**src/rtl/r2sdf_seq_ctrl.sv**
```systemverilog
// Control sequencer for an R2SDF FFT pipeline: pipeline enable, per-stage butterfly
// selects, twiddle addresses, output framing and a zero-flush tail. It never handles sample data.
module r2sdf_seq_ctrl #(
    parameter int LENGTH    = 8,
    parameter int LOG2N     = 3,
    parameter int STAGE_LAT = 1,
    parameter int TW_W      = LOG2N - 1
) (
    input  logic                     clk,
    input  logic                     rst_n,
    input  logic                     start,
    input  logic                     in_valid,
    input  logic                     in_last,
    output logic                     in_ready,
    output logic                     ce,
    output logic                     zero_in,
    output logic [LOG2N-1:0]         bf_sel,
    output logic [LOG2N*TW_W-1:0]    tw_addr,
    output logic                     out_valid,
    output logic                     out_sof,
    output logic                     busy,
    output logic                     done,
    output logic                     err_align
);

    // Handshake: a sample is accepted on a rising edge where in_valid && in_ready;
    // in_ready is 1 only in RUN, and every accepted sample advances the pipeline (ce).

    localparam int L     = (LENGTH - 1) + LOG2N * STAGE_LAT;
    localparam int ADV_W = $clog2(L + 1);
    localparam int CW    = 17;

    typedef enum logic [1:0] {
        S_IDLE  = 2'd0,
        S_RUN   = 2'd1,
        S_FLUSH = 2'd2,
        S_DONE  = 2'd3
    } state_t;

    state_t state;
    state_t state_nxt;

    logic [LOG2N-1:0]    cnt;
    logic [ADV_W-1:0]    adv;
    logic [CW-1:0]       in_count;
    logic [CW-1:0]       out_count;
    logic                err_q;

    logic                arm;
    logic                accept;
    logic                adv_full;
    logic                frame_end;
    logic                flush_last;
    logic                act;
    logic [CW-LOG2N-1:0] frame_hi;
    logic [CW-1:0]       pad_count;

    assign arm        = (state == S_IDLE) && start;
    assign accept     = (state == S_RUN) && in_valid;
    assign adv_full   = (adv == ADV_W'(L));
    assign frame_end  = (cnt == LOG2N'(LENGTH - 1));
    assign flush_last = (state == S_FLUSH) && adv_full && ((out_count + CW'(1)) == in_count);
    assign act        = (state == S_RUN) || (state == S_FLUSH);

    // A partial last frame is padded up so the flush emits a whole frame of results.
    assign frame_hi   = in_count[CW-1:LOG2N] + (CW - LOG2N)'(1);
    assign pad_count  = {frame_hi, {LOG2N{1'b0}}};

    always_ff @(posedge clk or negedge rst_n) begin
        if (!rst_n) begin
            state <= S_IDLE;
        end else begin
            state <= state_nxt;
        end
    end

    always_comb begin
        state_nxt = state;
        in_ready  = 1'b0;
        ce        = 1'b0;
        zero_in   = 1'b0;
        done      = 1'b0;
        case (state)
            S_IDLE: begin
                if (start) begin
                    state_nxt = S_RUN;
                end
            end
            S_RUN: begin
                in_ready = 1'b1;
                ce       = in_valid;
                if (in_valid && in_last) begin
                    state_nxt = S_FLUSH;
                end
            end
            S_FLUSH: begin
                ce      = 1'b1;
                zero_in = 1'b1;
                if (flush_last) begin
                    state_nxt = S_DONE;
                end
            end
            S_DONE: begin
                done      = 1'b1;
                state_nxt = S_IDLE;
            end
            default: begin
                state_nxt = S_IDLE;
            end
        endcase
    end

    always_ff @(posedge clk or negedge rst_n) begin
        if (!rst_n) begin
            cnt       <= '0;
            adv       <= '0;
            in_count  <= '0;
            out_count <= '0;
            err_q     <= 1'b0;
        end else if (arm) begin
            cnt       <= '0;
            adv       <= '0;
            in_count  <= '0;
            out_count <= '0;
            err_q     <= 1'b0;
        end else if (ce) begin
            cnt <= cnt + LOG2N'(1);
            if (!adv_full) begin
                adv <= adv + ADV_W'(1);
            end
            if (accept) begin
                if (in_last && !frame_end) begin
                    in_count <= pad_count;
                    err_q    <= 1'b1;
                end else begin
                    in_count <= in_count + CW'(1);
                end
            end
            if (out_valid) begin
                out_count <= out_count + CW'(1);
            end
        end
    end

    assign out_valid = ce && adv_full && (out_count < in_count);
    assign out_sof   = out_valid && (out_count[LOG2N-1:0] == '0);
    assign busy      = (state != S_IDLE);
    assign err_align = err_q;

    // Each stage sees the frame counter delayed by its fill offset; decode is
    // forced to 0 outside RUN/FLUSH so the idle/reset value is all zeros.
    for (genvar s = 0; s < LOG2N; s++) begin : g_stage
        localparam int D = (LENGTH - (LENGTH >> s)) + s * STAGE_LAT;
        logic [LOG2N-1:0] c_s;
        assign c_s                     = cnt - LOG2N'(D);
        assign bf_sel[s]               = act && c_s[LOG2N-1-s];
        assign tw_addr[s*TW_W +: TW_W] = act ? TW_W'(c_s << s) : '0;
    end

endmodule

```
**config.mk**
```make
export PLATFORM = sky130hd
export DESIGN_NAME = r2sdf_seq_ctrl
export DESIGN_NICKNAME = d
export VERILOG_FILES = /design/src/rtl/r2sdf_seq_ctrl.sv
export SDC_FILE = /design/constraint.sdc
export NUM_CORES = 1
export LEC_CHECK = 0
export ABC_AREA = 1
export ABC_CLOCK_PERIOD_IN_PS = 2960
export CORE_UTILIZATION = 65
export CTS_BUF_LIST = sky130_fd_sc_hd__clkbuf_16
export DETAILED_ROUTE_END_ITERATION = 10
export PLACE_DENSITY = 0.88
export SLEW_MARGIN = 15
export SYNTH_ARGS = -nofsm -noshare
export SYNTH_HDL_FRONTEND = slang
export SYNTH_SLANG_ARGS = --single-unit
```
**constraint.sdc**
```tcl
create_clock -name clk -period 2.96 [get_ports clk]
set_input_delay 0.592 -clock clk [delete_from_list [all_inputs] [get_ports clk]]
set_output_delay 0.592 -clock clk [all_outputs]
set_load 0.01 [all_outputs]
```
==> impl_results.md, run 1 <==
- Status: complete, no violations
- 1st-pass router iterations: 5
- Final Hold Vio Count: 0
- Max_cap viols: 0
- Worst Skew: 7.100 ps
- Sink Count: 44
- Fmax: 355.6 MHz
- WP data required: 2370 ps
- Fin crit share: 0.9500
- Largest net degree at the start of global routing: 45
- Sequential element share of the synthesized area: 0.3264
- Final min period: 2812 ps
- Slew margin rel.: 0.3356
- Worst hold slack: 461.6 ps
- Rows: 25
- Buf+Inv Stages, Crit Path: 2
- First-pass GRT wire length: 14,540 µm
- CP arrival: 2220 ps
- Die ar.: 5482 µm²
- CTS tree: yes
- RSZ-0062 raised after global routing: no
- Logic pwr share: 0.445
- Crit-path most repeated cell: nand2_1
- Worst-path cell chain: inv_1 -> ha_1 -> nand2_1 -> nor2_1 -> o21ai_0 -> nand3_1 -> nand2_1 -> nand4_4 -> nor2_2 -> dlygate4sd2_1
- Startpoint Class: register
- Sequential power share: 0.323
- Worst VDD drop: 0.6172 mV
- IO Count: 22
- Syn. warnings: 0
- P&R area growth vs syn: 14.47%
- Htree depth: 2
- Clk Latency, worst-skew pair: 290 ps
- Worst setup EP type: primary output
- Die Width: 74.04 µm
- Syn Area/Cell: 7.117 µm²
- DRC violations left: 0
- Most common library cell in the layout ignoring fill and taps: nand2_1
- Pleak: 0.001894 µW
- TritonCTS buffer count: 5
- Clk buf depth: 2
- Core Area: 4848 µm²
- Hold WC Path Type: input pin to async pin
- DR vias: 3,406
- ANT cells: 0
- Multi-input combinational cell area: 2003 µm²
- Synth Cell Area: 3373 µm²
- Fillers: 326
- Die Y: 74.04 µm
- Top Metal Used: met4
- Met3 wire len: 651 µm
- Routability cong.: 0.9099
- Net Sw Frac: 0.3968
- Post-CTS Hold Fix Bufs: 0
- Most frequent cells in the layout: 121 x nand2_1, 61 x inv_1, 46 x nand3_1
- Antenna violations before repair: 0
- Number of synthesized flops with an enable pin: 0
- Slew Limit Fails: 0
- PwrDens: 621.6 nW/µm²
- # nets final: 540
- Synth cell types: 35
- Routed wl met2: 4211 µm
- Design internal power: 1448 µW
- PortBufs: 18
- DR WL/cell: 15.51 µm
- 1st-iter DRT viols: 416
- Crit path kind: register to primary output
- Post-DP HPWL: 6431 µm
- Vias in the first global route: 3,191
- Overall routing resource usage: 0.3529
- Ys async rst share: 1.000
- Share of cells above drive strength 1: 0.1206
- Worst-Margin Slew: 996.7 ps
- Cells after Synth: 474
- CP peak stage delay: 420 ps
- Dominant synthesized flop cell: dfrtp_1
- Clock Root Buffer: clkbuf_16
- Total net switching power: 952.4 µW
- CP max stage cell: dfrtp_1
- CTS clk-pin slew, worst paths: 70 ps
- FF+latch count, synth: 44
- Vias per inst: 5.944
- DRT Wirelength: 8890 µm
- Register area: 1105 µm²
- Final Power: 2400 µW
- Overflow after GRT: 0
- Clock share of power: 0.232
- DRT antenna net count: 0
- Wl on met1: 3698 µm
- Worst-path fanout max: 5
- Endpoints failing setup: 0
- CP top delay family: simple AND/OR/NAND/NOR gates
- Initial core utilization: 0.6957
state kept, by name, summed over array words and instances, names as in the netlist:
register,flops
adv,4
cnt,3
err_align,1
in_count,17
out_count,17
state,2
power groups by stage:
stage | Clock, µW | Combinational [µW] | Sequential [µW]
floorplan | 0 | 630 | 768
global placement | 0 | 961 | 782
CTS | 551 | 1050 | 772
detailed placement | 0 | 990 | 789
finish | 558 | 1070 | 775
global route | 577 | 1180 | 784
through the flow:
step | area [µm²] | setup TNS (ps) | cells | setup WS, ps | utilization
after floorplan | 3381 | 0 | 476 | 800.4 | -
after global placement | 3628 | 0 | 559 | 58.31 | 0.7484
after detailed placement | 3628 | -11.21 | 559 | -11.21 | 0.7484
after CTS | 3831 | 0 | 571 | 7.400 | 0.7902
after global routing | 3861 | 0 | 573 | 100.9 | 0.7964
final | 3861 | 0 | 573 | 148.1 | 0.7964
cell families (layout without fill, tap and decap cells):
logic type,Yosys count,after routing,synth area share
and+or+nand+nor,252,252,0.3509
buffers and inverters,77,107,0.09384
AOI/OAI and AO/OA,68,68,0.1113
DFF,44,44,0.3264
adders and majority gates,30,30,0.1113
xor gates and xnor gates,2,2,0.005194
other,1,3,0.001112
timing repair:
item | CTS | global route
gates resized for setup | 8 | 9
pin swaps | 0 | 1
setup endpoints to repair | 2 | 1
setup buffers | 4 | 2
cells in the mapped netlist (3+ instances only):
cell type | n | share of area
nand2_1 | 121 | 0.13
o21ai_1 | 4 | 0.0059
o21a_1 | 3 | 0.0067
nor4_1 | 3 | 0.0056
a21oi_1 | 21 | 0.031
inv_1 | 65 | 0.072
inv_2 | 3 | 0.0033
nor2_1 | 44 | 0.049
o22ai_1 | 11 | 0.020
nand4_1 | 9 | 0.017
o21ai_0 | 24 | 0.036
nand2_2 | 5 | 0.0093
nor2_4 | 6 | 0.020
nand3_1 | 46 | 0.068
nor2_2 | 4 | 0.0074
buf_4 | 5 | 0.011
ha_1 | 30 | 0.11
dfrtp_1 | 44 | 0.33
nor3_1 | 6 | 0.0089
final timing paths:
kind                                  to  slack [ps]  cells past startpoint          from
max in group asynchronous  out_count[12]        1800                      1         rst_n
min in group clk             in_count[8]         500                      1   in_count[8]
hold / removal              out_count[0]         460                      1         rst_n
setup reg to reg                state[0]         580                     16  out_count[1]
setup / recovery                 out_sof         150                     10   in_count[3]
hold reg to reg              in_count[8]         500                      1   in_count[8]
layer usage:
metal,track usage,vias up
li1,-,1610
met1,0.4565,1587
met2,0.5747,170
met3,0.06775,39
met4,0.1603,0
met5,0,-
layout make-up:
class / instances / share of cell area
clock buffers: 5 / 0.03240
clock inverters: 3 / 0.004537
inverters: 69 / 0.06740
multi-input cells: 355 / 0.5188
flip-flops and latches: 44 / 0.2861
well taps: 67 / 0.02171
repair buffers: 30 / 0.06902
Note: power is estimated with default switching activity, not from simulation.
==> run 2, diff against run 1 <==
--- a/config.mk
+++ b/config.mk
@@ -9,7 +9,9 @@
 export ABC_CLOCK_PERIOD_IN_PS = 2960
 export CORE_UTILIZATION = 65
 export CTS_BUF_LIST = sky130_fd_sc_hd__clkbuf_16
+export CTS_CLUSTER_DIAMETER = 40
 export DETAILED_ROUTE_END_ITERATION = 10
+export GPL_TIMING_DRIVEN = 0
 export PLACE_DENSITY = 0.88
 export SLEW_MARGIN = 15
 export SYNTH_ARGS = -nofsm -noshare
==> run 2 against run 1 <==
Wire length increased by 1.5%. Cell count is 1.7% higher. Sequential power decreased by 1%. Clock skew increased by 2.0 ps. First-iteration DRC count down 37%. Combinational power is 6% higher. Global-route usage up 0.10 points. Fmax grew 2.7%. Clock power is 28% higher. Design area rose by 3.8%.
==> impl_results.md, run 2 (synthesized netlist as in run 1, its figures left out) <==
- IO Count: 22 (unchanged)
- Final Power: 2616 µW (+9.0%)
- Biggest registers after layout: in_count: 17 flops, out_count: 17 flops, adv: 4 flops
- Rows: 25 (unchanged)
- Design internal power: 1660 µW (+15%)
- Worst VDD drop: 0.6801 mV (+10%)
- Placed Instances: 562 (+0.54%)
- Endpoints failing setup: 0 (unchanged)
- Die Width: 74.04 µm (unchanged)
- Crit-path most repeated cell: clkdlybuf4s50_1
- Most common library cell in the layout ignoring fill and taps: nand2_1
- PwrDens: 652.8 nW/µm² (+5.0%)
- Setup ws final: 223.2 ps (+75.08 ps)
- DR vias: 3,429 (+0.68%)
- CP Capture Point: ce
- Slew margin rel.: 0.6336 (+0.2981)
- Antenna violations before repair: 0 (unchanged)
- Fin crit share: 0.9246 (-0.02536)
- Worst hold slack: 288.5 ps (-173.1 ps)
- Sequential power share: 0.293 (-0.030)
- TritonCTS buffer count: 5 (unchanged)
- Die Y: 74.04 µm (unchanged)
- CP peak stage delay: 510 ps (+90 ps)
- DRT antenna net count: 0 (unchanged)
- WP data required: 2370 ps (about the same)
- Post-DP HPWL: 6429 µm (about the same)
- # nets final: 551 (+2.0%)
- Worst slack, placed: -74.22 ps (-63.01 ps)
- RSZ-0062 raised after global routing: no
- ANT cells: 0 (unchanged)
- Initial core utilization: 0.6957 (unchanged)
- Final Hold Vio Count: 0 (unchanged)
- Max_cap viols: 0 (unchanged)
- DR WL/cell: 15.48 µm (-0.22%)
- CTS tree: yes
- Vias per inst: 5.882 (-1.1%)
- Total net switching power: 956.1 µW (+0.39%)
- 1st-pass router iterations: 5 (unchanged)
- Reg-to-Reg Start: cnt[0]
- Setup TNS: 0 ps (unchanged)
- CTS clk-pin slew, worst paths: 60 ps (about the same)
- Worst-path fanout max: 5 (unchanged)
- Worst Skew: 9.120 ps (+2.020 ps)
- Routability cong.: 0.8959 (-1.5%)
- Largest net degree at the start of global routing: 25 (-44%)
- Flop-to-flop setup slack: 640 ps (+60 ps)
- Vias in the first global route: 3,264 (+2.3%)
- First-pass GRT wire length: 14,700 µm (+1.1%)
- Pleak: 0.001969 µW (+4.0%)
- DRC violations left: 0 (unchanged)
- Htree depth: 2 (unchanged)
- R2R depth: 11 (-5)
- Worst Setup SP: in_valid
- P&R area growth vs syn: 18.81%
- Overflow after GRT: 0 (unchanged)
- Clock Root Buffer: clkbuf_16
- Status: complete, no violations
- DRT Wirelength: 9025 µm (+1.5%)
- Share of cells above drive strength 1: 0.1473 (+0.02673)
- Clk buf depth: 2 (unchanged)
- Final min period: 2737 ps (-75.08 ps)
- Hold WC Path Type: input pin to async pin
- Worst-path cell chain: clkdlybuf4s50_1 -> nand3_4 -> inv_4 -> a21oi_2 -> inv_1 -> clkdlybuf4s50_1
- CP max stage cell: clkdlybuf4s50_1
- Crit path kind: input pin to primary output
- R2R Path End: in_count[15]
- Slew Limit Fails: 0 (unchanged)
- 1st-iter DRT viols: 264 (-37%)
- Core Area: 4848 µm² (unchanged)
- Sink Count: 44 (unchanged)
- Clock share of power: 0.273 (+0.041)
- Die ar.: 5482 µm² (unchanged)
- Worst-Margin Slew: 549.6 ps (-447.1 ps)
- Startpoint Class: input pin
- Worst setup EP type: primary output
- PortBufs: 18 (unchanged)
- Overall routing resource usage: 0.3540 (+0.001038)
- Net Sw Frac: 0.3654 (-0.03135)
- Clk Latency, worst-skew pair: 290 ps (about the same)
- Layout Cells excl Fill: 583 (+1.7%)
- Logic pwr share: 0.434 (-0.011)
- CP arrival: 2140 ps (-80 ps)
- Fmax: 365.4 MHz (+2.7%)
- Most frequent cells in the layout: 121 x nand2_1, 56 x inv_1, 46 x nand3_1
==> run 2: cell count changes in the layout (fill, tap and decap cells not counted), moves of 2 or more <==
| cell | previous run | this run |
|---|---|---|
| clkbuf_1 | 0 | 2 |
| o21ai_1 | 4 | 6 |
| buf_4 | 12 | 19 |
| inv_1 | 61 | 56 |
| inv_2 | 7 | 11 |
| o21ai_0 | 24 | 22 |
| bufinv_16 | 0 | 2 |
==> run 2: final cells by class <==
| type | count | area (µm²) |
|---|---|---|
| inverter | 69 | 262.8 |
| multi-input combinational | 355 | 2006 |
| fill | 302 | 840.8 |
| clock buffer | 5 | 125.1 |
| buffer | 8 | 56.30 |
| tap | 67 | 83.83 |
| timing repair buffer | 33 | 309.0 |
| clock inverter | 2 | 60.06 |
| sequential | 44 | 1105 |
==> run 2: metrics by stage <==
| stage | util | instance area [µm²] |
|---|---|---|
| 2_1_floorplan | - | 3381 |
| 3_3_place_gp | 0.7517 | 3645 |
| 3_5_place_dp | 0.7564 | 3667 |
| 4_1_cts | 0.8129 | 3941 |
| 5_1_grt | 0.8266 | 4008 |
| 6_report | 0.8266 | 4008 |
==> run 2: what timing repair did <==
item,CTS,global route
endpoints found under the hold margin,0,0
gates cloned,0,0
resized for setup,10,16
setup buffers,8,6
hold buffers,0,0
pin swaps,1,5
endpoints found under the setup margin,2,2
==> run 2: worst min-delay path by stage <==
| stage | endpoint | depth (start not counted) | start | slack (ps) |
|---|---|---|---|---|
| after floorplan | adv[0] | 0 | rst_n | 300 |
| after global placement | err_align | 2 | err_align | 500 |
| after detailed placement | err_align | 2 | err_align | 520 |
| after CTS | out_count[4] | 1 | rst_n | 300 |
| after global routing | out_count[3] | 1 | rst_n | 340 |
| final | out_count[3] | 1 | rst_n | 290 |
==> run 2: power by group through the flow <==
stage,sequential [µW],clock [µW],combinational [µW]
after global routing,778,730,1270
after CTS,765,716,1080
after detailed placement,788,0,991
after floorplan,768,0,630
final,767,714,1130
after global placement,784,0,949
==> run 2: worst max-delay path, delay by kind of cell <==
family / cells / cell delay [ps]
compound gates: 1 / 230
buf+inv: 4 / 1180
simple gates: 1 / 150
==> run 2: per-layer routing <==
layer / global-route usage / routed length, µm / vias to the layer above
li1: - / - / 1635
met3: 0.05285 / 673 / 29
met1: 0.4549 / 3768 / 1603
met4: 0.1282 / 227 / 0
met5: 0 / 0 / -
met2: 0.6061 / 4355 / 162
==> run 3, diff against run 2 <==
--- a/config.mk
+++ b/config.mk
@@ -6,7 +6,7 @@
 export NUM_CORES = 1
 export LEC_CHECK = 0
 export ABC_AREA = 1
-export ABC_CLOCK_PERIOD_IN_PS = 2960
+export ABC_CLOCK_PERIOD_IN_PS = 3170
 export CORE_UTILIZATION = 65
 export CTS_BUF_LIST = sky130_fd_sc_hd__clkbuf_16
 export CTS_CLUSTER_DIAMETER = 40
==> constraint.sdc (replaced) <==
create_clock -name clk -period 3.17 [get_ports clk]
set_input_delay 0.634 -clock clk [delete_from_list [all_inputs] [get_ports clk]]
set_output_delay 0.634 -clock clk [all_outputs]
set_load 0.01 [all_outputs]
==> run 3 against run 2 <==
Via count is 2.6% lower. Sequential power shrank 5.6%. Clock power shrank 6.4%. First-iteration DRC count shrank 0.76%. Combinational power down 12%. Largest cell class unchanged. Register-to-register slack improved by 200 ps. Hold slack gained 45 ps. Flip-flop and latch count unchanged. Wire length fell by 3.3%. Design area is 2.2% lower. Critical path type is now register to primary output. Sequential share of layout area up 0.63 points.
==> impl_results.md, run 3 (synthesized netlist as in run 1, its figures left out) <==
- IO Count: 22 (unchanged)
- Post-layout util: 0.8080 (-0.01858)
- First-pass GRT wire length: 14,310 µm (-2.7%)
- Final min period: 3019 ps
- DRT antenna net count: 0 (unchanged)
- CTS clk-pin slew, worst paths: 60 ps (about the same)
- Die ar.: 5482 µm² (unchanged)
- Antenna violations before repair: 0 (unchanged)
- PortBufs: 18 (unchanged)
- ANT cells: 0 (unchanged)
- Hold WC Path Type: input pin to async pin
- Slew margin rel.: 0.6299 (-0.003743)
- Status: complete, no violations
- DRT Wirelength: 8724 µm (-3.3%)
- Startpoint Class: register
- RSZ-0062 raised after global routing: no
- DR vias: 3,340 (-2.6%)
- Clk buf depth: 2 (unchanged)
- Endpoints failing setup: 0 (unchanged)
- Most common library cell in the layout ignoring fill and taps: nand2_1
- Biggest registers after layout: in_count: 17 flops, out_count: 17 flops, adv: 4 flops
- Post-DP HPWL: 6429 µm (unchanged)
- DR WL/cell: 15.23 µm (-1.6%)
- Fin crit share: 0.9524
- Flop-to-flop setup slack: 840 ps (+200 ps)
- Overall routing resource usage: 0.3421 (-0.01186)
- Die Y: 74.04 µm (unchanged)
- Rows: 25 (unchanged)
- TritonCTS buffer count: 5 (unchanged)
- Pleak: 0.001911 µW (-2.9%)
- Worst setup EP type: primary output
- Largest net degree at the start of global routing: 25 (unchanged)
- Final Hold Vio Count: 0 (unchanged)
- 1st-pass router iterations: 5 (unchanged)
- Share of cells above drive strength 1: 0.1087 (-0.03859)
- # nets final: 541 (-1.8%)
- Worst-Margin Slew: 555.2 ps (+5.614 ps)
- Die Width: 74.04 µm (unchanged)
- Slew Limit Fails: 0 (unchanged)
- Routability cong.: 0.8959 (unchanged)
- Max_cap viols: 0 (unchanged)
- Worst-path fanout max: 5 (unchanged)
- Fmax: 331.2 MHz
- Crit path kind: register to primary output
- R2R depth: 11 (unchanged)
- Reg-to-Reg Start: in_count[7]
- Htree depth: 2 (unchanged)
- Sink Count: 44 (unchanged)
- Vias in the first global route: 3,192 (-2.2%)
- Most frequent cells in the layout: 121 x nand2_1, 63 x inv_1, 46 x nand3_1
- Worst Setup SP: in_count[13]
- Worst Skew: 3.374 ps (-5.746 ps)
- WP data required: 2540 ps (+170 ps)
- Core Area: 4848 µm² (unchanged)
- Vias per inst: 5.829 (-0.90%)
- Worst VDD drop: 0.6603 mV (-2.9%)
- 1st-iter DRT viols: 262 (-0.76%)
- Initial core utilization: 0.6957 (unchanged)
- CP arrival: 2390 ps (+250 ps)
- Clock Root Buffer: clkbuf_16
- CTS tree: yes
- DRC violations left: 0 (unchanged)
- Overflow after GRT: 0 (unchanged)
- Clk Latency, worst-skew pair: 280 ps (about the same)
- Setup TNS: 0 ps (unchanged)
- PwrDens: 610.4 nW/µm² (-6.5%)
- P&R area growth vs syn: 16.14%
==> run 3: path summary, 6_finish.rpt <==
kind                                 end
max reg2reg                out_count[12]
min in group clk                  cnt[0]
max                            out_valid
min reg2reg                       cnt[0]
max in group asynchronous   in_count[13]
min                         out_count[3]
==> run 3: area by class of cell <==
type                       instances  area [µm²]
multi-input combinational        355        1992
sequential                        44        1105
fill                             320       930.9
inverter                          69       260.3
timing repair buffer              23       235.2
clock buffer                       5       125.1
tap                               67       83.83
clock inverter                     2       60.06
buffer                             8       56.30
==> run 3: power by group <==
group	internal, µW	switching, µW	leakage [µW]	total (µW)
Clock	447	220	0.0000899	668
Sequential	648	75.9	0.000595	724
Combinational	418	582	0.00123	1000
Total	1510	878	0.00191	2390
==> run 3: metal layers <==
| metal | vias up | global-route usage | part of all wire |
|---|---|---|---|
| met5 | - | 0 | 0 |
| met2 | 142 | 0.5929 | 0.49 |
| met1 | 1566 | 0.4584 | 0.43 |
| met4 | 0 | 0.08761 | 0.016 |
| met3 | 20 | 0.03523 | 0.065 |
| li1 | 1612 | - | - |
==> run 3: metrics by stage <==
stage	std cells	power [µW]	area [µm²]	setup slack [ps]	hold slack (ps)
2_1_floorplan	476	1305	3381	968.4	338.4
3_3_place_gp	561	1618	3645	80.85	497.2
3_5_place_dp	562	1662	3667	51.78	516.5
4_1_cts	570	2340	3862	1.691	345.9
5_1_grt	573	2537	3918	22.42	378.9
6_report	573	2391	3918	150.8	333.4
==> run 3: repair_timing <==
| item | CTS | global route |
|---|---|---|
| gates resized for setup | 1 | 11 |
| gates cloned | 0 | 0 |
| setup endpoints to repair | 1 | 2 |
| hold buffers | 0 | 0 |
| buffers inserted | 1 | 3 |
==> run 3: critical path: stages, from the launching register on <==
cell,delay (ps)
dfrtp_2,430
inv_1,150
ha_1,220
nand2_1,50
inv_1,40
o21ai_0,150
nand2_1,140
nor2_4,170
nand4_4,150
inv_1,80
clkdlybuf4s50_1,520
